<file path="config.mk">
export PLATFORM = sky130hd
export DESIGN_NAME = rx_axis_fifo
export DESIGN_NICKNAME = d
export VERILOG_FILES = /design/src/rtl/rx_axis_fifo.sv
export SDC_FILE = /design/constraint.sdc
export NUM_CORES = 1
export LEC_CHECK = 0
export ABC_AREA = 0
export BUFFER_PORTS_ARGS = -buffer_cell sky130_fd_sc_hd__clkbuf_2
export CELL_PAD_IN_SITES_DETAIL_PLACEMENT = 1
export CELL_PAD_IN_SITES_GLOBAL_PLACEMENT = 2
export CORE_ASPECT_RATIO = 1.4
export CORE_MARGIN = 2
export CORE_UTILIZATION = 50
export DETAILED_ROUTE_END_ITERATION = 10
export PLACE_DENSITY_LB_ADDON = 0.1
export SLEW_MARGIN = 0
export SYNTH_ARGS = -nofsm -noshare
export SYNTH_HDL_FRONTEND = slang
export SYNTH_SLANG_ARGS = --single-unit
</file>
<file path="constraint.sdc">
create_clock -name clk -period 8.1 [get_ports clk]
set_input_delay 1.215 -clock clk [delete_from_list [all_inputs] [get_ports clk]]
set_output_delay 1.215 -clock clk [all_outputs]
set_load 0.005 [all_outputs]
</file>
<file path="src/rtl/rx_axis_fifo.sv">
// UART receive byte FIFO presenting bytes as an AXI-Stream master with per-packet tlast.
// Build option: define PARITY_ERR_KEEP_EN to buffer parity-failed bytes flagged on tuser.
module rx_axis_fifo #(
   parameter int DEPTH     = 16,
   parameter int DATA_BITS = 8,
   parameter int PKT_LEN   = 16
) (
   input  logic                     clk,
   input  logic                     rst,
   input  logic [DATA_BITS-1:0]     rx_data,
   input  logic                     rx_valid,
   input  logic                     parity_error,
   output logic [DATA_BITS-1:0]     m_axis_tdata,
   output logic                     m_axis_tvalid,
   input  logic                     m_axis_tready,
   output logic                     m_axis_tlast,
   output logic                     m_axis_tuser,
   output logic [$clog2(DEPTH):0]   level,
   output logic                     overflow,
   input  logic                     clr_ovf,
   output logic [7:0]               drop_cnt
);
   localparam int AW = $clog2(DEPTH);
   localparam int CW = (PKT_LEN > 1) ? $clog2(PKT_LEN) : 1;
   localparam int EW = DATA_BITS + 2;

   // Each entry is {tlast, tuser, data}.
   logic [EW-1:0]        r_mem [DEPTH];
   logic [AW:0]          r_wr_ptr;
   logic [AW:0]          r_rd_ptr;
   logic [CW-1:0]        r_pkt_cnt;
   logic                 r_overflow;
   logic [7:0]           r_drop_cnt;

   logic [AW:0]          w_level;
   logic                 w_empty;
   logic                 w_full;
   logic                 w_push_req;
   logic                 w_tuser_in;
   logic                 w_pop;
   logic                 w_push;
   logic                 w_drop;
   logic                 w_last_in;
   logic [EW-1:0]        w_head;

`ifdef PARITY_ERR_KEEP_EN
   assign w_push_req = rx_valid | parity_error;
   assign w_tuser_in = parity_error;
`else
   logic w_unused_pe;
   assign w_unused_pe = parity_error;
   assign w_push_req  = rx_valid;
   assign w_tuser_in  = 1'b0;
`endif

   assign w_level   = r_wr_ptr - r_rd_ptr;
   assign w_empty   = (w_level == '0);
   assign w_full    = (w_level == (AW+1)'(DEPTH));
   assign w_pop     = ~w_empty & m_axis_tready;
   // A full FIFO still accepts a byte when the head leaves in the same cycle.
   assign w_push    = w_push_req & (~w_full | w_pop);
   assign w_drop    = w_push_req & w_full & ~w_pop;
   assign w_last_in = (r_pkt_cnt == CW'(PKT_LEN - 1));
   assign w_head    = r_mem[r_rd_ptr[AW-1:0]];

   always_ff @(posedge clk) begin
      if (w_push) begin
         r_mem[r_wr_ptr[AW-1:0]] <= {w_last_in, w_tuser_in, rx_data};
      end
   end

   always_ff @(posedge clk or negedge rst) begin
      if (!rst) begin
         r_wr_ptr   <= '0;
         r_rd_ptr   <= '0;
         r_pkt_cnt  <= '0;
         r_overflow <= 1'b0;
         r_drop_cnt <= '0;
      end else begin
         if (w_push) begin
            r_wr_ptr  <= r_wr_ptr + 1'b1;
            r_pkt_cnt <= w_last_in ? '0 : r_pkt_cnt + 1'b1;
         end
         if (w_pop) begin
            r_rd_ptr <= r_rd_ptr + 1'b1;
         end
         // A fresh drop wins over a clear arriving in the same cycle.
         if (w_drop) begin
            r_overflow <= 1'b1;
         end else if (clr_ovf) begin
            r_overflow <= 1'b0;
         end
         if (w_drop && (r_drop_cnt != 8'hFF)) begin
            r_drop_cnt <= r_drop_cnt + 1'b1;
         end
      end
   end

   // Head fields are gated by tvalid so an empty or reset FIFO shows zeros.
   assign m_axis_tvalid = ~w_empty;
   assign m_axis_tdata  = m_axis_tvalid ? w_head[DATA_BITS-1:0] : '0;
   assign m_axis_tuser  = m_axis_tvalid & w_head[DATA_BITS];
   assign m_axis_tlast  = m_axis_tvalid & w_head[DATA_BITS+1];
   assign level         = w_level;
   assign overflow      = r_overflow;
   assign drop_cnt      = r_drop_cnt;

endmodule

</file>
======== Word-level counts from Yosys, hierarchy flattened ========
Memories as Yosys holds them, arrays and structs flattened.
Cells that the tools add are included.
storage, ports and cells
  register bits ........................... 23
  bits in writable memories ............... 144
  input port bits ......................... 14
  output and inout port bits .............. 25
  word-level logic and storage cells ...... 33
  memories ................................ 1
memories
  memory  depth  bits a word  rd ports  clocked after memory_dff  write ports  RTL line  RTL
  r_mem   16     9            1         0                         1            28        logic [EW-1:0] r_mem [DEPTH];
operators by class
  $add $sub $neg .......................... 5
  equal/unequal tests ..................... 3
  multiplexer cells ....................... 6
  bitwise gates (word level) .............. 10
  reduce and logical (&&, ||, !) cells .... 3
operators by type and width
  operator             number
  $add 5x1->5 const B  2
  $add 8x1->8 const B  1
  $mux 8               1
  $ne 8x8->1 const B   1
  $and 1x1->1          5
  $eq 5x5->1 const B   1
  $logic_not 5->1      1
  $sub 5x5->5          1
  $add 4x1->4 const B  1
  $eq 4x4->1 const B   1
  $mux 1               4
  $mux 4               1
  $not 1->1            3
  $reduce_bool 2->1    1
  $and 1x1->1 const B  1
  $logic_and 1x1->1    1
  $or 1x1->1           1

======== Longest topological paths before layout ========
Gate-level depths: netlist of the first run.
  word-level depth ........................ 8
  gate-level depth with buffers ........... 11
  gate-level depth less buffers ........... 10

======== Worst setup path after synthesis of the first run ========
No wires, ideal clock.
  path kind ............................... reg-to-output
  start ................................... reg r_rd_ptr[1]
  end ..................................... out m_axis_tdata[1]
  arrival ................................. 3,025 ps
  required time ........................... 6,885 ps
  path slack .............................. 3,860 ps
  cell stages (with the launch flop) ...... 10
  buffers on the path ..................... 3
  cells stage by stage .................... dfrtp_1 clkbuf_1 clkbuf_1 inv_1 fa_1 xor2_1 or3_1 nor3b_1 clkbuf_1 and2b_1
between the ends
  longest elaborated chain between the ends .. 3
  elaborated cells on any way between the ends .. 4
  those cells by class .................... add/sub: 1; mux: 1; reduce/logical: 1; memory: 1
ends and longest elaborated chain
  what                      RTL line  RTL
  start: declaration        30        logic [AW:0] r_rd_ptr;
  start signal: assignment  85        r_rd_ptr <= r_rd_ptr + 1'b1;
  $sub 5x5->5               56        assign w_level = r_wr_ptr - r_rd_ptr;
  via level[2]              18        output logic [$clog2(DEPTH):0] level,
  $logic_not 5->1           57        assign w_empty = (w_level == '0);
  $mux 8                    101       assign m_axis_tdata = m_axis_tvalid ? w_head[DATA_BITS-1:0] : '0;
  end: declaration          13        output logic [DATA_BITS-1:0] m_axis_tdata,
The timed path passes the listed nets, and every way through them passes these cells.

======== Worst setup path in the final report of the first run ========
  start ................................... reg r_rd_ptr[0]
  end ..................................... out m_axis_tdata[1]
between the ends
  longest elaborated chain between the ends .. 3
  elaborated cells on any way between the ends .. 4
  those cells by class .................... add/sub: 1; mux: 1; reduce/logical: 1; memory: 1
ends and longest elaborated chain
  what             RTL line
  $sub 5x5->5      56
  $logic_not 5->1  57
  $mux 8 *         101
Every way passes the cells marked *; elsewhere a longest branch is shown, timed or not.

==> run summary, run 1 <==
Along the worst hold path, the cell count comes to 1. The estimated wirelength of the detail-placed design came out at 9.10 mm. Row generation in the floorplan step produced 50 rows. The share of flip-flops with an asynchronous set or reset after synthesis is between 10 and 15%.

The worst hold path belongs to the class register to register. The count of routing violations after the opening detailed-route iteration is 188. Setup violations remaining at the end of the flow were counted as 0. The number of top-level pins is 39. The number of standard cells after synthesis is 352. The count of cells resized by post-cts repair came out at 0. The total clock buffers created by CTS is 17.

The area added between synthesis and finish came out at 13.0%. The worst-case hold path end point is r_rd_ptr[4]$_DFFE_PN0P_. The number of buffers between clock root and the deepest sink came out at 2. STA classifies the critical path startpoint as a register. The highest clock rate came out at between 150 and 200 MHz. The antenna diode instance count came out at 0. The total number of H-tree levels came out at 4. Setup repair after global routing left no endpoint under its margin. The total length of routed wires came out at ~14 mm.

The tool flagged a number of max-cap violations equal to 0. The top cell types in the final layout, fill and taps aside, are edfxtp_1 (144), mux4_2 (45), clkbuf_2 (36). The per-cell via count in the routed design came out at between 5 and 6. The origin of the critical flop-to-flop path is r_rd_ptr[0]$_DFFE_PN0P_. Entering global routing, the biggest net connects 41 pins. The placeable core area came out at 13500 um2. The number of nets in the synthesized netlist is roughly 380.

The worst clock skew is roughly 0.0097 ns. The number of flops mapped to enable cells by yosys came out at 144. The first detailed-routing pass took 4 iterations. The worst setup path is of the register to output pin kind. The leading cell type in the layout, fill and taps excluded is edfxtp_1. The final critical-path setup slack came out at 2.96 ns. The number of synthesized register bits is 167. Buffers inserted to repair hold after CTS numbered 0. The relative slew slack is ~22%. The cell area power density came out at ~360 nW/um2. The total via count after detailed routing is ~3400.

A synthesized cell averages around 20 um2. The final worst-path cycle share is 63.5%. The reg2reg setup slack came out at 4.01 ns.

The wire length of the first global-routing pass came out at between 20 and 25 mm. At the placement stage, the worst setup path has a slack of 3.31 ns. The sequential cells in the finished layout cover a total of 4900 um2.

The number of nets in the final layout is 421. The worst-path maximum fanout is 40. The sort of element at the end of the critical path is an output pin. The number of port buffers came out at 36. The buffer count from post-CTS setup fixing came out at 0.

For this run the aggregate overflow at the end of global routing stands at 0. The total global routing track utilization is 21.7%. The number of antenna violations at the first check in global routing is 0. The arrival time at the worst endpoint is 3.92 ns. The tree is rooted in a clkbuf_16.

The number of filler cells placed in the layout came out at roughly 1200. After synthesis, the netlist uses 40 different library cells. The startpoint of the lowest-slack hold path is r_rd_ptr[4]$_DFFE_PN0P_. The number of cells on the worst reg-to-reg path came out at 10. The floorplan step set the die width to 103 um.

For this run, the number of Yosys warnings is 0. The final number of max-transition violations came out at 0. The multi-input logic area came out at 1890 um2. Counting every sink on the clock net gives 167. The accumulated negative setup slack came out at 0 ns.

The required arrival time at the worst endpoint is 6.88 ns. The clock period could shrink to 5.14 ns. Dividing the detail-routed wire length by the instance count gives 24.3 um. The post-route netlist has 30.4% of its cells at a drive strength greater than 1. The area enclosed by the die boundary is between 10000 and 15000 um2. The final RePlAce weighted congestion is 0.757.

The destination of the worst register-to-register timing path is r_mem[0][8]$_DFFE_PP_. The synthesized netlist occupies a cell area of 6890 um2. The final hold violation count was 0. The antenna violation net count after detailed routing is 0. After clock tree synthesis, the clock-pin slew on the worst setup and hold paths is 0.06 ns. The number of global-route vias before repair is roughly 3800. The leakage power summed over all cells came out at 0.00272 uW. In the routed design, unresolved DRC markers number 0. The measured slew at the worst slew-check pin came out at 1.16 ns. The flow ran to the end, and the final reports show no timing, DRC or antenna violations. The maximum vdd ir drop came out at 0.272 mV. The share of the Yosys chip area taken by registers is 71.1%. TritonCTS built the clock tree.

The effective utilization at floorplan is 51.2%. The commonest register cell after synthesis is edfxtp_1. The clock latency on the worst-skew pair is 0.42 ns. The height of the chip came out at 143 um.
==> sequential cells by signal (all words and copies together) (netlist names) <==
name / count
drop_cnt: 8
r_wr_ptr: 5
overflow: 1
r_mem: 144
r_rd_ptr: 5
r_pkt_cnt: 4
==> critical path, cell delays in order (launching register included) <==
cell and delay, ns:
dfrtp_2 0.34, buf_4 0.61, ha_1 0.30, inv_1 0.06, fa_1 0.39, a21o_1 0.19
a21oi_2 0.15, xnor2_1 0.23, nor3b_2 0.86, and2b_1 0.27, clkbuf_2 0.10
==> cell type report <==
cell class              instances  area share, %
flip-flops and latches        167           62.9
multi-input cells             160           24.2
clock buffers                  18           5.51
well taps                     182           2.92
repair buffers                 39           2.60
clock inverters                14           1.33
inverters                      10          0.482
==> report_power, final <==
group          internal [uW]  switching, uW  total [uW]  leakage (uW)
Clock                    394            326         720      0.000252
Sequential              1060           75.7        1130       0.00160
Combinational            474            495         969      0.000869
==> cell families after synthesis <==
logic type | count (synthesis) | synth area share [%]
buffers and inverters | 25 | 1.58
xor gates and xnor gates | 18 | 2.29
and+or+nand+nor | 69 | 6.17
AOI/OAI and AO/OA | 9 | 0.853
adders and majority gates | 12 | 2.29
muxes | 51 | 15.7
DFF | 167 | 71.1
other | 1 | 0.0544
==> per-stage QoR <==
step	cells	area (um2)	hold slack, ns	total power, uW	utilization [%]
2_1_floorplan	352	6890	0.460	1810	-
3_3_place_gp	558	7260	0.475	2110	54.0
3_5_place_dp	558	7260	0.479	2140	54.0
4_1_cts	590	7790	0.492	2870	57.9
5_1_grt	590	7790	0.496	2980	57.9
6_report	590	7790	0.489	2820	57.9
==> worst max path at each step <==
stage                                 start  slack, ns              end  cells past startpoint
floorplan           r_rd_ptr[1]$_DFFE_PN0P_       3.86  m_axis_tdata[1]                      9
global placement    r_rd_ptr[0]$_DFFE_PN0P_       3.41  m_axis_tdata[1]                     10
global route        r_rd_ptr[0]$_DFFE_PN0P_       2.63  m_axis_tdata[1]                     10
finish              r_rd_ptr[0]$_DFFE_PN0P_       2.96  m_axis_tdata[1]                     10
CTS                 r_rd_ptr[0]$_DFFE_PN0P_       2.85  m_axis_tdata[1]                     10
detailed placement  r_rd_ptr[0]$_DFFE_PN0P_       3.31  m_axis_tdata[1]                     10
==> metal layers <==
metal | GRT usage, % | vias to the layer above | wire [um]
li1 | - | 1488 | -
met1 | 26.3 | 1777 | 5440
met2 | 37.3 | 96 | 7920
met3 | 5.09 | 27 | 661
met4 | 8.80 | 0 | 329
met5 | 0 | - | 0
==> synthesized netlist by cell type, types with 2 or more instances <==
cell | n | share of area [%]
mux4_2 | 45 | 15
buf_4 | 3 | 0.33
a21oi_1 | 2 | 0.15
clkbuf_1 | 7 | 0.38
and3_1 | 8 | 0.73
o21ai_0 | 2 | 0.15
nor2_1 | 4 | 0.22
dfrtp_1 | 23 | 8.3
inv_1 | 10 | 0.54
mux2_2 | 6 | 0.98
nand3b_1 | 3 | 0.33
nand2_1 | 7 | 0.38
nand4_1 | 5 | 0.45
nor2b_1 | 10 | 0.91
and2_1 | 13 | 1.2
edfxtp_1 | 144 | 63
buf_1 | 2 | 0.11
nor3_1 | 3 | 0.22
xnor2_1 | 12 | 1.5
xor2_1 | 6 | 0.76
nand3_1 | 5 | 0.36
ha_1 | 11 | 2.0
buf_2 | 3 | 0.22
nand2b_1 | 2 | 0.18
(Power assumes the default switching activity.)
==> run 2, diff against run 1 <==
--- a/config.mk
+++ b/config.mk
@@ -11,7 +11,7 @@
 export CELL_PAD_IN_SITES_GLOBAL_PLACEMENT = 2
 export CORE_ASPECT_RATIO = 1.4
 export CORE_MARGIN = 2
-export CORE_UTILIZATION = 50
+export CORE_UTILIZATION = 42
 export DETAILED_ROUTE_END_ITERATION = 10
 export PLACE_DENSITY_LB_ADDON = 0.1
 export SLEW_MARGIN = 0
==> constraint.sdc (replaced) <==
create_clock -name clk -period 4.29 [get_ports clk]
set_input_delay 0.6435 -clock clk [delete_from_list [all_inputs] [get_ports clk]]
set_output_delay 0.6435 -clock clk [all_outputs]
set_load 0.005 [all_outputs]
==> run 2 against run 1 <==
Compared with the run above:
- flip-flop and latch count stayed put
- global-route usage is 4.2 points lower
- critical path type unchanged
- final area is 1.5% higher
- routed wire length is 1.9% lower
- setup slack worse by 2.3 ns
- critical path depth is 1 higher
- total power is 96% higher
- clock-buffer cell count stayed put
- largest power group unchanged
- worst hold slack worse by 0.27 ns
- via count is 1.1% lower
- core utilization is 8.8 points lower
- clock skew is 0.0011 ns higher
==> run summary, run 2 (synthesis results as in run 1) <==
The flow ran to the end, and the final reports show no timing, DRC or antenna violations. The estimated wirelength of the detail-placed design was 9.31 mm (+2.2%). For this design, the slowest cell found on the critical path is dfrtp_1. The per-cell via count in the routed design came out at 5.48 (-4.5%).

The relative slew slack came out at 47.1% (+25 points). The accumulated negative setup slack came to 0 ns (unchanged). The number of cells on the worst reg-to-reg path came out at 11 (+1). The clock-pin slew of the registers on the worst-case setup and hold paths came to 0.07 ns (about the same). The maximum number of pins on one net before global-route repair is 40 (-2.4%). The total clock buffers created by CTS was 17 (unchanged). The maximum vdd ir drop is 0.471 mV (+74%).

The tightest min-delay check is of the input port to async pin type. The startpoint type of the worst setup path is a register. Based on the critical path, the design can be clocked at up to 279 MHz.

The total number of H-tree levels came out at 4 (unchanged). The count of cells resized by post-cts repair is 0 (unchanged). The number of clock sinks is 167 (unchanged). The total DRC errors in the routed layout came out at 0 (unchanged). The average wire length per cell after detail routing came out at 23.0 um (-5.3%).

The critical path goes through inv_1, ha_1, inv_1, fa_1, a21o_1, a21oi_2, xnor2_1, nor3b_2, buf_4, and2b_1, clkbuf_2. The area added between synthesis and finish came out at 14.7%. The antenna diode instance count is 0 (unchanged). The share of final-layout standard cells stronger than drive strength 1 is 31.6% (+1.2 points). The worst-path maximum fanout was 14 (-65%). The number of buffers between clock root and the deepest sink came to 2 (unchanged).

The origin of the critical flop-to-flop path is r_wr_ptr[0]$_DFFE_PN0P_. The number of nets in the final layout came out at 425 (+0.95%). The total setup violations reported at the end of the flow is 0 (unchanged).

The worst setup slack before clock tree synthesis was 0.779 ns (-2.53 ns). The count of max-cap constraint violations is 0 (unchanged). The final critical-path setup slack is 0.699 ns (-2.26 ns). The destination of the worst register-to-register timing path is r_mem[6][2]$_DFFE_PP_. The most common cell type on the critical path is inv_1. The number of top-level pins came out at 39 (unchanged). Leaving out fill and tap cells, the most frequent cells in the layout are edfxtp_1 (144), mux4_2 (45), clkbuf_2 (36).

The flip-flop count of the largest register after layout is 144 (unchanged). The clock tree root buffer cell is clkbuf_16. The die boundary width is 112 um (+8.8%). The buffer count from post-CTS setup fixing was 0 (unchanged).

The cell area power density is 698 nW/um2 (+93%). The antenna violation net count after detailed routing came out at 0 (unchanged). The maximum single-stage delay on the critical path came out at 0.44 ns (-0.42 ns).

The required arrival time at the worst endpoint came to 3.65 ns (-3.23 ns). The area enclosed by the die boundary is 17500 um2 (+18%). The classification of the worst setup path is register to output pin.

The final number of max-transition violations came out at 0 (unchanged). The worst setup path is captured at an output pin. The final RePlAce weighted congestion came to 0.696 (-8.1%). The reg2reg setup slack is 0.82 ns (-3.19 ns). The measured slew at the worst slew-check pin is 0.794 ns (-0.366 ns). The leakage power summed over all cells is 0.00277 uW (+2.1%). The number of filler cells placed in the layout is 1532 (+28%). The arrival time at the worst endpoint came out at 2.95 ns (-0.97 ns). The count of routing violations after the opening detailed-route iteration is 185 (-1.6%). The final critical path takes up 83.7% of the cycle. The wire length of the first global-routing pass came out at 22.0 mm (-1.3%). The placeable core area came out at 16100 um2 (+20%). The total overflow reported by the global router is 0 (unchanged).

The total global routing track utilization came out at 17.6% (-4.2 points). TritonCTS built the clock tree. The minimum clock period after layout came out at 3.59 ns. The first-pass detailed-route iteration total was 4 (unchanged).

The clock latency on the worst-skew pair is 0.42 ns (about the same). The height of the chip is 156 um (+8.9%). The worst clock skew came out at 0.0108 ns (+0.00111 ns).

The number of port buffers came out at 36 (unchanged). The total via count after detailed routing came out at 3351 (-1.1%). The hold buffer count at cts is 0 (unchanged). The number of global-route vias before repair is 3664 (-2.5%). The total length of routed wires is 14.1 mm (-1.9%).

The effective utilization at floorplan is 42.8% (-8.4 points). Setup repair after global routing left no endpoint under its margin. The number of rows created at floorplan came to 55 (+10%). The number of antenna violations at the first check in global routing is 0 (unchanged). The final hold violation count came out at 0 (unchanged).

Leaving out fill and tap cells, the most frequent cell in the layout is edfxtp_1.
[run 2: cell types whose count changed in the layout (fill, tap and decap cells not counted), moves of 2 or more]
cell | previous run | this run
buf_4 | 3 | 7
bufinv_16 | 0 | 2
clkinv_2 | 3 | 1
clkinvlp_4 | 4 | 1
inv_6 | 2 | 5
[run 2: final cells by class]
type | instances | area (um2) | share of cell area [%]
well taps | 199 | 249 | 3.15
multi-input cells | 160 | 1890 | 24.0
flip-flops and latches | 167 | 4900 | 62.0
clock inverters | 14 | 163 | 2.06
clock buffers | 18 | 429 | 5.43
repair buffers | 43 | 233 | 2.94
inverters | 10 | 37.5 | 0.475
[run 2: how the worst max path moves through the flow]
stage                                       start                     to  depth (start not counted)
after floorplan           r_rd_ptr[1]$_DFFE_PN0P_        m_axis_tdata[1]                          9
after CTS                 r_wr_ptr[0]$_DFFE_PN0P_        m_axis_tdata[1]                         11
final                     r_wr_ptr[0]$_DFFE_PN0P_        m_axis_tdata[1]                         11
after detailed placement  r_wr_ptr[0]$_DFFE_PN0P_  r_mem[6][3]$_DFFE_PP_                         11
after global placement    r_wr_ptr[0]$_DFFE_PN0P_  r_mem[8][4]$_DFFE_PP_                         11
after global routing      r_wr_ptr[0]$_DFFE_PN0P_        m_axis_tdata[1]                         11
[run 2: critical path, delay by kind of cell (launching register included)]
family	cells	cell delay (ns)
buffers and inverters	4	0.54
DFF	1	0.44
AOI/OAI and AO/OA	2	0.32
xor gates and xnor gates	1	0.22
adders and majority gates	2	0.58
and+or+nand+nor	2	0.43
[run 2: per-stage QoR]
step,std cells,util [%],hold WS [ns],instance area (um2),power [uW]
detailed placement,579,45.4,0.478,7310,4100
finish,611,49.1,0.222,7910,5520
CTS,611,49.1,0.235,7910,5630
global placement,579,45.4,0.476,7310,4060
floorplan,352,-,0.348,6890,3410
global route,611,49.1,0.253,7910,5860
[run 2: metal layers]
| layer | part of all wire, % | wire, um | GRT usage, % |
|---|---|---|---|
| met5 | 0 | 0 | 0 |
| met4 | 1.3 | 189 | 5.92 |
| met3 | 3.2 | 446 | 3.42 |
| met2 | 55 | 7770 | 31.1 |
| met1 | 40 | 5670 | 21.6 |
[run 2: where the power goes]
part	internal, uW	leakage [uW]	switching (uW)
logic	918	0.000890	970
clock network	873	0.000288	648
registers	2000	0.00160	116
==> run 3, diff against run 2 <==
==> constraint.sdc (replaced) <==
create_clock -name clk -period 3.1 [get_ports clk]
set_input_delay 0.465 -clock clk [delete_from_list [all_inputs] [get_ports clk]]
set_output_delay 0.465 -clock clk [all_outputs]
set_load 0.005 [all_outputs]
==> run 3 against run 2 <==
Compared with the run above:
- clock skew grew 0.0031 ns
- first-iteration DRC count grew 46%
- critical path depth is the same
- global-route usage grew 0.74 points
- setup slack lost 0.74 ns
- the flow now finishes with violations (negative setup slack)
- worst hold slack lost 0.17 ns
==> run summary, run 3 (synthesis results as in run 1) <==
In the layout the commonest cells are edfxtp_1 (144), mux4_2 (45), clkbuf_2 (36). The placeable core area is 16100 um2 (unchanged). The switching fraction of total power was 31.6% (+0.15 points). The path class of the tightest hold or removal check is input port to async pin.

The final RePlAce weighted congestion is 0.747 (+7.4%). The share of final-layout standard cells stronger than drive strength 1 came to 39.8% (+8.2 points). The number of buffers between clock root and the deepest sink is 2 (unchanged). The number of clock sinks is 167 (unchanged). The total setup violations reported at the end of the flow is 6 (+6). STA classifies the critical path endpoint as an output pin. The worst register-to-register path ends at r_rd_ptr[1]$_DFFE_PN0P_.

The worst hold slack after final layout is 0.0470 ns (-0.175 ns). The area enclosed by the die boundary was 17500 um2 (unchanged). The count of routing violations after the opening detailed-route iteration came out at 270 (+46%). The power share of the combinational group is 39.0% (+4.8 points). The antenna diode instance count came out at 0 (unchanged). The leakage power summed over all cells is 0.00296 uW (+6.8%). The origin of the critical flop-to-flop path is r_wr_ptr[0]$_DFFE_PN0P_. The first-pass detailed-route iteration total came to 4 (unchanged).

TritonCTS built the clock tree. STA classifies the critical path startpoint as a register. The total length of routed wires came out at 14.7 mm (+4.7%). The total via count after detailed routing is 3482 (+3.9%). The total number of H-tree levels came out at 4 (unchanged).

The clock latency on the worst-skew pair is 0.42 ns (about the same). The per-cell via count in the routed design is 5.41 (-1.4%). The highest clock rate is 318 MHz. The cell area power density was 965 nW/um2 (+38%). The checks that failed: negative setup slack.

The wire length of the first global-routing pass came out at 23.0 mm (+4.6%). The total global routing track utilization is 18.3% (+0.74 points). The arrival time at the worst endpoint is 2.68 ns (-0.27 ns). The part of the total power dissipated in sequential elements came out at 36.4% (-1.9 points). The final number of max-transition violations was 0 (unchanged).

The die boundary width is 112 um (unchanged). The net load switching power is 2520 uW (+46%). The worst setup slack before clock tree synthesis came out at -0.0864 ns (-0.865 ns). The maximum number of pins on one net before global-route repair is 40 (unchanged). The estimated wirelength of the detail-placed design is 9.85 mm (+5.9%). Setup repair after global routing could not meet its margin everywhere. The height of the chip is 156 um (unchanged). The final worst-path cycle share is 101%. The average wire length per cell after detail routing is 22.9 um (-0.64%). The number of top-level pins came out at 39 (unchanged). The maximum vdd ir drop came out at 0.964 mV (+100%). The number of antenna violations at the first check in global routing is 0 (unchanged).

The worst-path maximum fanout came out at 6 (-8). The number of rows created at floorplan was 55 (unchanged). The flip-flop count of the largest register after layout came out at 144 (unchanged). The required arrival time at the worst endpoint is 2.63 ns (-1.02 ns). The total overflow reported by the global router is 0 (unchanged).

The number of cells on the worst reg-to-reg path is 14 (+3). The setup path with the least slack is of type register to output pin. The share of total power in the clock network is 24.7% (-2.8 points). The area of all sequential standard cells is 4900 um2 (unchanged).

Leaving out fill and tap cells, the most frequent cell in the layout is edfxtp_1. The non-filler instance count after layout came out at 644 (+5.4%). The clock tree root buffer cell is clkbuf_16. The measured slew at the worst slew-check pin is 0.629 ns (-0.164 ns).

The cell-internal power is 5480 uW (+45%). The final critical-path setup slack came out at -0.0416 ns (-0.741 ns). The reg2reg setup slack is 0.16 ns (-0.66 ns).

The number of port buffers is 36 (unchanged). The effective utilization at floorplan is 42.8% (unchanged). The total clock buffers created by CTS is 17 (unchanged). The antenna violation net count after detailed routing came out at 0 (unchanged). The number of filler cells placed in the layout came out at 1514 (-1.2%). The relative slew slack came to 58.1% (+11 points). The hold buffer count at cts is 0 (unchanged).

The run finished, with violations left. The number of nets in the final layout came out at 459 (+8.0%). The clock-pin slew of the registers on the worst-case setup and hold paths came out at 0.06 ns (about the same).

The number of global-route vias before repair came out at 3855 (+5.2%). The worst clock skew was 0.0139 ns (+0.00314 ns). The placed instance count came out at 605 (+4.5%).

The total DRC errors in the routed layout came out at 0 (unchanged). The multi-input logic area came out at 1980 um2 (+4.3%). The count of max-cap constraint violations came out at 0 (unchanged).

From synthesis to final layout, the design area changed by 20.3%. The worst path in the final design needs a cycle of 3.14 ns, including I/O delays and setup. The final hold violation count is 0 (unchanged).
[run 3: cell type report]
type / count / area share (%)
inverter: 10 / 0.453
clock buffer: 19 / 5.22
timing repair buffer: 77 / 6.93
tap: 199 / 3.00
clock inverter: 12 / 1.45
multi-input combinational: 160 / 23.8
sequential: 167 / 59.1
[run 3: worst max-delay path by stage]
stage / cells after the start / endpoint / slack, ns / startpoint
global route: 11 / m_axis_tdata[1] / -0.15 / r_wr_ptr[0]$_DFFE_PN0P_
global placement: 13 / r_mem[0][7]$_DFFE_PP_ / -0.04 / r_wr_ptr[0]$_DFFE_PN0P_
floorplan: 9 / m_axis_tdata[1] / -0.01 / r_rd_ptr[1]$_DFFE_PN0P_
detailed placement: 13 / r_mem[1][8]$_DFFE_PP_ / -0.09 / r_wr_ptr[0]$_DFFE_PN0P_
finish: 11 / m_axis_tdata[1] / -0.04 / r_wr_ptr[0]$_DFFE_PN0P_
CTS: 10 / m_axis_tdata[1] / -0.1 / r_wr_ptr[0]$_DFFE_PN0P_
[run 3: timing repair]
| item | in CTS | in global routing |
|---|---|---|
| pin swaps | 6 | 4 |
| gates cloned | 1 | 0 |
| setup endpoints to repair | 59 | 118 |
| gates resized for setup | 12 | 11 |
| setup buffers | 4 | 4 |
[run 3: metal layers]
| metal | vias up | track usage (%) | wire length [um] |
|---|---|---|---|
| li1 | 1556 | - | - |
| met1 | 1850 | 22.2 | 5930 |
| met2 | 61 | 32.8 | 8110 |
| met3 | 15 | 3.15 | 477 |
| met4 | 0 | 6.74 | 231 |
| met5 | - | 0 | 0 |
[run 3: stage by stage]
| stage | instance area (um2) | total power (uW) | TNS (ns) | util, % |
|---|---|---|---|---|
| floorplan | 6910 | 4740 | -0.0136 | - |
| global placement | 7580 | 5780 | -1.01 | 47.1 |
| detailed placement | 7580 | 5830 | -2.50 | 47.1 |
| CTS | 8220 | 8020 | -0.476 | 51.1 |
| global route | 8290 | 8460 | -0.870 | 51.5 |
| finish | 8290 | 8000 | -0.103 | 51.5 |
[run 3: worst max-delay path, stage by stage (launching register included)]
cell	delay, ns
dfrtp_1	0.40
inv_2	0.09
ha_4	0.13
inv_2	0.03
fa_2	0.35
a21o_1	0.18
a21oi_2	0.18
xnor2_2	0.17
nor3b_4	0.27
buf_6	0.17
and2b_1	0.18
clkbuf_2	0.10
[run 3: power groups by stage]
stage | Sequential, uW | Clock (uW) | Combinational [uW]
6_report | 2910 | 1970 | 3120
5_1_grt | 2940 | 2110 | 3410
4_1_cts | 2910 | 2020 | 3090
3_5_place_dp | 2950 | 0 | 2880
3_3_place_gp | 2930 | 0 | 2860
2_1_floorplan | 2920 | 0 | 1820
